===== src/rtl/stream_demux2.sv =====
// stream_demux2 -- one-input, two-output stream demultiplexer.
// Each accepted upstream beat is routed by in_sel (1 = port A, 0 = port B)
// into a single-entry output register owned by that port, so A and B drain
// independently and a stall on one port never blocks traffic to the other.
// Optional beat counters are built only when STREAM_DEMUX2_STATS_EN is defined;
// otherwise a_count/b_count are tied to zero.
module stream_demux2 #(
  parameter int DATA_W = 8
) (
  input  logic              clk,
  input  logic              resetn,
  input  logic              in_valid,
  output logic              in_ready,
  input  logic              in_sel,
  input  logic [DATA_W-1:0] in_data,
  output logic              a_valid,
  input  logic              a_ready,
  output logic [DATA_W-1:0] a_data,
  output logic              b_valid,
  input  logic              b_ready,
  output logic [DATA_W-1:0] b_data,
  output logic [15:0]       a_count,
  output logic [15:0]       b_count
);

  logic              r_aValid;
  logic [DATA_W-1:0] r_aData;
  logic              r_bValid;
  logic [DATA_W-1:0] r_bData;

  logic w_aFree;
  logic w_bFree;
  logic w_loadA;
  logic w_loadB;

  // A register can take a new beat when it is empty or is being emptied this cycle.
  assign w_aFree  = !r_aValid || a_ready;
  assign w_bFree  = !r_bValid || b_ready;
  assign in_ready = in_sel ? w_aFree : w_bFree;

  // Only the selected register loads; in_sel/in_data are irrelevant without in_valid.
  assign w_loadA = in_valid && in_ready && in_sel;
  assign w_loadB = in_valid && in_ready && !in_sel;

  // Port A output register: a load wins over a drain so back-to-back beats keep valid high.
  always_ff @(posedge clk or negedge resetn) begin
    if (!resetn) begin
      r_aValid <= 1'b0;
      r_aData  <= '0;
    end else if (w_loadA) begin
      r_aValid <= 1'b1;
      r_aData  <= in_data;
    end else if (a_ready) begin
      r_aValid <= 1'b0;
    end
  end

  // Port B output register: same load-over-drain rule as port A.
  always_ff @(posedge clk or negedge resetn) begin
    if (!resetn) begin
      r_bValid <= 1'b0;
      r_bData  <= '0;
    end else if (w_loadB) begin
      r_bValid <= 1'b1;
      r_bData  <= in_data;
    end else if (b_ready) begin
      r_bValid <= 1'b0;
    end
  end

  assign a_valid = r_aValid;
  assign a_data  = r_aData;
  assign b_valid = r_bValid;
  assign b_data  = r_bData;

`ifdef STREAM_DEMUX2_STATS_EN
  logic [15:0] r_aCount;
  logic [15:0] r_bCount;
  logic        w_aXfer;
  logic        w_bXfer;

  assign w_aXfer = r_aValid && a_ready;
  assign w_bXfer = r_bValid && b_ready;

  // Delivered-beat counters, free-running and wrapping at 16 bits.
  always_ff @(posedge clk or negedge resetn) begin
    if (!resetn) begin
      r_aCount <= '0;
      r_bCount <= '0;
    end else begin
      if (w_aXfer) begin
        r_aCount <= r_aCount + 16'd1;
      end
      if (w_bXfer) begin
        r_bCount <= r_bCount + 16'd1;
      end
    end
  end

  assign a_count = r_aCount;
  assign b_count = r_bCount;
`else
  assign a_count = '0;
  assign b_count = '0;
`endif

endmodule


===== config.mk =====
export PLATFORM = sky130hd
export DESIGN_NAME = stream_demux2
export DESIGN_NICKNAME = d
export VERILOG_FILES = /design/src/rtl/stream_demux2.sv
export SDC_FILE = /design/constraint.sdc
export NUM_CORES = 1
export LEC_CHECK = 0
export CAP_MARGIN = 20
export CORE_MARGIN = 2
export CORE_UTILIZATION = 23
export CTS_CLUSTER_DIAMETER = 120
export CTS_CLUSTER_SIZE = 25
export DETAILED_ROUTE_END_ITERATION = 6
export GPL_ROUTABILITY_DRIVEN = 1
export PLACE_DENSITY = 0.56
export SLEW_MARGIN = 10
export SYNTH_ARGS = -nofsm -noshare
export SYNTH_HDL_FRONTEND = slang
export SYNTH_SLANG_ARGS = --single-unit

===== constraint.sdc =====
create_clock -name clk -period 1.8 [get_ports clk]
set_input_delay 0.18 -clock clk [delete_from_list [all_inputs] [get_ports clk]]
set_output_delay 0.18 -clock clk [all_outputs]
set_load 0.02 [all_outputs]

==> run metrics <==
Setup violations, final 0; kind of critical path reg -> out; Peak VDD IR 0.000256 V; #FFs+latches synth 18; flop2flop setup slack 590 ps; Total GRT Usage 7.85%; row cnt 23; post-DP HPWL 1.40 mm; Vias/cell 3.59; crit-path cells clkdlybuf4s50_1; FF+latch area 450 um^2; leading cell type in the layout, fill and taps excluded conb_1; grt total ovfl 0; DR pass1 iterations 2; worst min path class in -> async; Synth top area share 46.6%; Routed Antenna Nets 0; Final Hold Viols 0; vias 589; Yosys top cell by area dfrtp_1; period utilization 77.7%; crit path launch type register; clk_skew 4.52 ps; Crit path arrival time 1220 ps; Post-Syn Area per Cell 12.6 um^2; I/O Buffers 32; Synth area leaders dfrtp_1 47%, buf_4 25%, mux2_2 15%; Worst path slowest cell clkdlybuf4s50_1; Post-Syn Area 967 um^2; I/O pin total 65; root buffer cell clkbuf_8; Initial Util 24.0%; drt wl/cell 10.7 um; Hold Slack 262 ps; Crit Path Max Fanout 2; Num CTS Buffers 3; r2r worst-path depth 3; vias in the first global route 553; dpl cells 160; CORE AREA 4030 um^2; drt initial violations 3; fin. max-slew vios 0; clk_lat worst skew 250 ps; register area share after synthesis 46.6%; chip height 68.8 um; most frequent cells in the layout 32 x conb_1, 31 x clkdlybuf4s50_1, 18 x dfrtp_1, 13 x mux2_2, 4 x clkbuf_8; Req. time, crit path 1620 ps; Synth cell types 15; RD Place Congestion 0.589; FF-to-FF End a_data[2]; initial antenna violation count 0; final setup TNS 0 ps; Die W 68.8 um; Synthesis Warnings 0; share of cells above drive strength 1 21.1%; area added between synthesis and finish 34.3%; Multi-input gate area 389 um^2; Synth Instances 77; RSZ-0062 raised after global routing no; Power Density 970 nW/um^2; Fmax 715 MHz; minimum clock period 1400 ps; max-cap viol count 0; Reg clk slew, reported paths 70 ps; diodes inserted 0; leak pwr 0.593 nW; Reg-to-Reg Start a_valid; CTS H-tree lvls 1; CP top delay family buffers and inverters; CTS tree yes; WL final 1.75 mm; critical path endpoint category primary output; final instance area 1300 um^2; maximum clock path buffer count 2; first-pass GRT wire length 2.69 mm; clock sinks 18; final non-filler cell total 164; outcome complete, no violations; Die Footprint 4740 um^2; drt drc 0; nets@finish 129; largest net degree at the start of global routing 19; max incr delay on CP 610 ps; Area after DPL 1240 um^2; worst path buffer plus inverter count 1; filler instances 415
[synth_stat cells]
| cell type | n |
|---|---|
| a21oi_1 | 1 |
| buf_4 | 32 |
| conb_1 | 1 |
| dfrtp_1 | 18 |
| inv_1 | 1 |
| mux2_1 | 3 |
| mux2_2 | 13 |
| nand2_2 | 1 |
| nand2b_1 | 1 |
| nand2b_2 | 1 |
| nand3b_4 | 1 |
| nor2_1 | 1 |
| nor2_8 | 1 |
| nor2b_4 | 1 |
| o21ai_0 | 1 |
[cell families (layout without fill, tap and decap cells)]
kind of cell	Yosys count	after routing	share of synthesized area, %
other	1	32	0.388
buffers and inverters	33	39	25.2
and+or+nand+nor	7	7	8.15
muxes	16	16	18.6
AOI/OAI and AO/OA	2	2	1.03
DFF	18	18	46.6
[stage by stage]
step	power, W	util [%]	worst slack (ps)
after floorplan	0.000798	-	584
after global placement	0.000944	30.8	117
after detailed placement	0.000957	30.8	76.1
after CTS	0.00129	32.2	56.2
after global routing	0.00135	32.2	339
final	0.00126	32.2	401
[worst max-delay path by stage]
stage	start	end	slack [ps]	cells past startpoint
6_report	b_valid	b_valid	400	1
5_1_grt	a_data[2]	a_data[2]	340	1
4_1_cts	a_valid	in_ready	60	3
3_5_place_dp	in_sel	in_ready	80	4
3_3_place_gp	in_sel	in_ready	120	4
2_1_floorplan	a_valid	a_data[0]	580	3
[what timing repair did]
action / 4_1_cts / 5_1_grt
hold buffers: 0 / 0
setup buffers: 0 / 0
resized for setup: 0 / 1
hold endpoints to repair: 0 / 0
endpoints found under the setup margin: 0 / 1
[sequential cells by signal, summed over array words and instances (netlist names)]
signal   count
a_data       8
b_valid      1
a_valid      1
b_data       8
[area by class of cell]
cell class	instances	area share, %
multi-input cells	57	30.0
inverters	1	0.289
repair buffers	34	26.0
flip-flops and latches	18	34.7
well taps	50	4.82
clock buffers	4	4.24
[per-layer routing]
metal / share of wire [%] / vias up / global-route usage, %
met5: 0 / - / 0
met4: 0 / 0 / 2.21
met3: 11 / 0 / 2.27
met2: 52 / 41 / 14.2
met1: 37 / 287 / 8.95
li1: - / 261 / -
[power breakdown]
group | internal, W | switching [W]
Clock | 0.000194 | 0.000124
Combinational | 0.000205 | 0.000227
Sequential | 0.000474 | 0.0000346
Total | 0.000873 | 0.000386
Note: power is estimated with default switching activity, not from simulation.
